$ cat config.mk
export PLATFORM = sky130hd
export DESIGN_NAME = parameterized_stream_demux
export DESIGN_NICKNAME = d
export VERILOG_FILES = /design/src/rtl/parameterized_stream_demux.sv
export SDC_FILE = /design/constraint.sdc
export NUM_CORES = 1
export LEC_CHECK = 0
export BUFFER_PORTS_ARGS = -buffer_cell sky130_fd_sc_hd__buf_4
export CORE_MARGIN = 2
export CORE_UTILIZATION = 30
export DETAILED_ROUTE_END_ITERATION = 8
export HOLD_SLACK_MARGIN = 0.08
export MAX_ROUTING_LAYER = met4
export PLACE_DENSITY = 0.63
export SYNTH_ARGS = -nofsm -noshare
export SYNTH_HDL_FRONTEND = slang
export SYNTH_SLANG_ARGS = --single-unit
export TNS_END_PERCENT = 100
$ cat constraint.sdc
create_clock -name i_clk -period 6.53 [get_ports i_clk]
set_clock_uncertainty 0.15 [all_clocks]
set_input_delay 1.306 -clock i_clk [delete_from_list [all_inputs] [get_ports i_clk]]
set_output_delay 1.306 -clock i_clk [all_outputs]
set_load 0.02 [all_outputs]
$ cat src/rtl/parameterized_stream_demux.sv
// parameterized_stream_demux
// Distributes one valid/ready input stream to OUT_NUM output lanes chosen per
// transfer by i_sel. Each lane owns a single-entry register so every consumer
// sees registered data and applies its own backpressure. Transfers addressed
// to a lane index >= OUT_NUM are accepted, dropped, and latch a sticky error.
module parameterized_stream_demux #(
  parameter  int BW_DATA = 32,
  parameter  int OUT_NUM = 4,
  localparam int BW_SEL  = $clog2(OUT_NUM)
) (
  input  logic                       i_clk,
  input  logic                       i_rst,
  input  logic                       i_valid,
  input  logic [BW_DATA-1:0]         i_data,
  input  logic [BW_SEL-1:0]          i_sel,
  output logic                       o_ready,
  output logic [OUT_NUM-1:0]         o_valid,
  output logic [OUT_NUM*BW_DATA-1:0] o_data,
  input  logic [OUT_NUM-1:0]         i_ready,
  output logic                       o_err
);

  // Lane storage: packed so lane k lands at o_data[k*BW_DATA +: BW_DATA].
  logic [OUT_NUM-1:0][BW_DATA-1:0] data_p0;
  logic [OUT_NUM-1:0]              vld_p0;
  logic                            err_p0;

  logic [OUT_NUM-1:0] sel_hit;
  logic               in_range;
  logic               lane_rdy;
  logic               acc;

  // Decode i_sel into a one-hot lane hit and pick up the addressed lane's
  // pass-through readiness (empty, or being drained this cycle). Indices
  // with no matching lane leave sel_hit all-zero, which marks the transfer
  // as out of range without ever indexing past the last lane.
  always_comb begin
    sel_hit  = '0;
    lane_rdy = 1'b0;
    for (int k = 0; k < OUT_NUM; k++) begin
      if (i_sel == BW_SEL'(k)) begin
        sel_hit[k] = 1'b1;
        lane_rdy   = ~vld_p0[k] | i_ready[k];
      end
    end
    in_range = |sel_hit;
    // Out-of-range words are always taken so the producer never stalls on them.
    o_ready  = in_range ? lane_rdy : 1'b1;
    acc      = i_valid & o_ready;
  end

  // ---- stage p0: per-lane holding registers and sticky error ----
  // Load wins over drain so a lane emptied and refilled in the same cycle
  // stays valid with the new word; data only moves on load.
  always_ff @(posedge i_clk or posedge i_rst) begin
    if (i_rst) begin
      vld_p0  <= '0;
      data_p0 <= '0;
      err_p0  <= 1'b0;
    end else begin
      for (int k = 0; k < OUT_NUM; k++) begin
        if (acc && sel_hit[k]) begin
          data_p0[k] <= i_data;
          vld_p0[k]  <= 1'b1;
        end else if (i_ready[k]) begin
          vld_p0[k]  <= 1'b0;
        end
      end
      if (acc && !in_range) begin
        err_p0 <= 1'b1;
      end
    end
  end

  assign o_valid = vld_p0;
  assign o_data  = data_p0;
  assign o_err   = err_p0;

endmodule

* Yosys cells after proc, flatten, opt, wreduce, memory -nomap -nowiden
Index checks and enable logic that the tools add are counted.
** Storage, ports and cells
- Output and inout bits :: 134
- Logic and storage cells :: 50
- Flip-flop bits (word level) :: 133
- Input bits :: 41
** Cells by class
- Multiplexer cells :: 17
- Equal/unequal tests :: 3
- Bitwise operators :: 9
- Reductions and logical operators :: 12
** Operators with widths (number)
- two-way mux 1 bit :: 17
- nonzero test 2 bit :: 4
- logical AND 1 bit :: 5
- equality test 2 bit, second input constant :: 2
- inverter 1 bit :: 4
- bitwise OR 1 bit :: 4
- OR reduction 4 bit :: 1
- equality test 2 x 1 -> 1 bit, second input constant :: 1
- logical NOT 2 bit :: 1
- AND 1 bit :: 1
- logical NOT 1 bit :: 1

* Longest topological paths before layout
- Word-level depth :: 10
- Depth in mapped cells :: 5
- Mapped depth without buffers :: 3

* Worst setup path before layout
No wires, ideal clock.
- Path kind :: input -> output
- Start :: input port i_ready[1]
- End :: output port o_ready
- Path slack :: 3009 ps
- Cell stages on the path :: 2
- Data required time :: 5074 ps
- Arrival time :: 2065 ps
- Buffers on the path :: 0
- Path through :: nand2b_1 > mux4_1
** Between the ends
- Word-level cells in the longest chain between the ends :: 5
** RTL lines
- start, declared :: RTL line 19 : input logic [OUT_NUM-1:0] i_ready,
- bitwise OR 1 bit :: RTL line 43 : lane_rdy = ~vld_p0[k] | i_ready[k];
- two-way mux 1 bit (3 in series) :: RTL line 41 : if (i_sel == BW_SEL'(k)) begin
- two-way mux 1 bit :: RTL line 48 : o_ready = in_range ? lane_rdy : 1'b1;
- end, declared :: RTL line 16 : output logic o_ready,
No other way between the ends.

* Final worst setup path
Ends and elaborated chain as after synthesis.

==> run_results.csv <==
group,metric,value,unit
detailed_routing,top_layer,"met4",
cts,clock_path_buffers,2,
sta,maxSlewViolCount,0,
global_routing,overflow,0,
final_layout,layout_commonest_cell,"buf_4",
sta,rsz0062_at_grt,"false",
detailed_routing,wirelength,11.9,mm
detailed_routing,drc,0,
power,p_leak,0.00327,µW
final_layout,fin_area,0.00705,mm²
placed_design,place_congestion,0.698,
power,ir_drop,0.157,mV
floorplanning,initial_core_util,0.306,
final_layout,final_cell_mix,"177 x buf_4, 133 x dfrtp_1, 124 x mux2_2",
placed_design,placed_area,0.00652,mm²
outcome,status,"completed",
worst_setup_path,setup.worst_path.start,"i_ready[1]",
global_routing,antenna_found_initial,0,
worst_setup_path,worst-endpoint-arrival,2250,ps
cts,cts-root-buf,"clkbuf_16",
yosys,synth_top_family_by_area,"multiplexers",
detailed_routing,wl_met3,642,µm
yosys,synth-simple-area-share,0.0191,
sta,worstMarginPinSlew,1160,ps
global_routing,grt_pass1_vias,3458,
cts,cts.sinks,133,
sta,slew_headroom,0.225,
sta,min_period_over_period,0.568,
cts,cts_tree,"built",
yosys,ys_seq_area_frac,0.661,
final_layout,syn_to_final_growth,40.1,%
worst_setup_path,critPathKind,"primary input to primary output",
placed_design,portBuffers,174,
global_routing,grt_pass1_wl,19.2,mm
placed_design,place_inst,676,
cts,cts_buffers,17,
floorplanning,die_h,134,µm
yosys,synthAdderAreaFrac,0,
final_layout,drive_above_1_share,0.689,
yosys,yosys-top-cells-area,"dfrtp_1 66%, mux2_2 28%, buf_6 1.8%",
placed_design,dp_hpwl,8.16,mm
power,powerDensity,381,mW/mm²
floorplanning,core_area,0.0165,mm²
final_layout,finalNonFillerCells,703,
yosys,netlist_area,0.00503,mm²
yosys,syn_area_per_cell,17.1,µm²
cts,clk_pin_slew,60,ps
final_layout,antenna_cells,0,
sta,hold_violations,0,
floorplanning,rows,47,
detailed_routing,avgRoutedWirePerCell,17.0,µm
yosys,synth-xor-area-share,0,
worst_setup_path,r2r-start,"o_valid[1]$_DFFE_PP0P_",
detailed_routing,vias,3142,
detailed_routing,ant_nets,0,
worst_setup_path,critPathMaxFanout,3,
placed_design,place_ws,2820,ps
worst_setup_path,crit_path_end_kind,"primary output",
detailed_routing,wl_met1,5.13,mm
yosys,yosysUniqueCellTypes,19,
sta,finalCriticalPeriod,3710,ps
sta,setup_slack,2820,ps
cts,cts_setup_buffers,0,
yosys,ys_seq_elements,133,
sta,fmax,270,MHz
floorplanning,die_w,134,µm
floorplanning,ios,175,
yosys,yosysTopAreaCell,"dfrtp_1",
final_layout,fillers,1540,
hold_path,hold_start,"o_err$_DFFE_PP0P_",
final_layout,nNetsFinal,516,
cts,post_cts_resized,0,
yosys,ys.warnings.count,0,
sta,setup_violations,0,
yosys,synth_fp_nets,335,
detailed_routing,wl_met2,5.96,mm
cts,htreeDepth,4,
job,drv_cap,0,
global_routing,grt_max_degree,74,
floorplanning,die-area,0.0178,mm²
hold_path,min-delay-path-class,"flop to flop",
sta,tns,0,ps
cts,clock_latency,410,ps
yosys,syn_inst,294,
global_routing,track_usage,0.145,
detailed_routing,vias_per_cell,4.47,
yosys,synth-compound-area-share,0.000994,
worst_setup_path,critPathLaunchType,"primary input",
yosys,yosysTopAreaCellShare,0.661,
yosys,muxShareOfSynthArea,0.292,
detailed_routing,firstDrtPassIters,4,
cts,cts_hold_buf,0,
detailed_routing,drtIter0Drc,78,
worst_setup_path,required,5070,ps
cell usage after synthesis (all sizes together):
| master | count |
|---|---|
| and3 | 1 |
| nor3b | 1 |
| o21ai | 1 |
| mux4 | 1 |
| nand2b | 4 |
| nand3b | 1 |
| clkbuf | 3 |
| buf | 12 |
| dfrtp | 133 |
| nor2b | 2 |
| nand3 | 1 |
| mux2 | 128 |
| nand2 | 5 |
| inv | 1 |
final timing paths:
kind                            cells after the start  slack [ps]                 endpoint
worst min-delay path                                0         240        o_err$_DFFE_PP0P_
worst min register to register                      0         240        o_err$_DFFE_PP0P_
worst max-delay path                                4        2820                  o_ready
max in group asynchronous                           3        4160  o_data[108]$_DFFE_PP0P_
min in group asynchronous                           2         830   o_data[17]$_DFFE_PP0P_
worst max register to register                      4        4090   o_data[39]$_DFFE_PP0P_
registers in the layout, indices dropped and copies added, names as in the netlist:
name / count
o_data: 128
o_err: 1
o_valid: 4
through the flow:
stage | hold slack (ps) | power [µW] | util
after floorplan | 417 | 1480 | -
after global placement | 217 | 1830 | 0.396
after detailed placement | 231 | 1850 | 0.396
after CTS | 244 | 2730 | 0.428
after global routing | 254 | 2810 | 0.428
final | 244 | 2690 | 0.428
cells by family (layout without fill, tap and decap cells):
kind of cell,count (synthesis),in the layout
DFF,133,133
muxes,129,129
buffers and inverters,16,205
and+or+nand+nor,15,15
AOI/OAI and AO/OA,1,1
power by group:
group,internal (µW),switching (µW)
Sequential,995,92.0
Clock,533,328
Combinational,357,380
Total,1890,800
area by class of cell:
class	count	area, µm²	share of cell area
Clock buffer	23	508	0.0720
Tap cell	220	275	0.0390
Inverter	1	8.76	0.00124
Sequential cell	133	3330	0.472
Multi-Input combinational cell	145	1580	0.224
Clock inverter	4	23.8	0.00337
Timing Repair Buffer	177	1330	0.188
routing by layer:
layer	track usage	vias to the layer above
li1	-	1403
met1	0.172	1613
met2	0.229	112
met3	0.0434	14
met4	0.0621	0
met5	-	-
worst max-delay path: stages:
cell and delay [ps]:
buf_4 110, nand2b_1 150, mux4_1 510, buf_4 180
(Power assumes the default switching activity.)
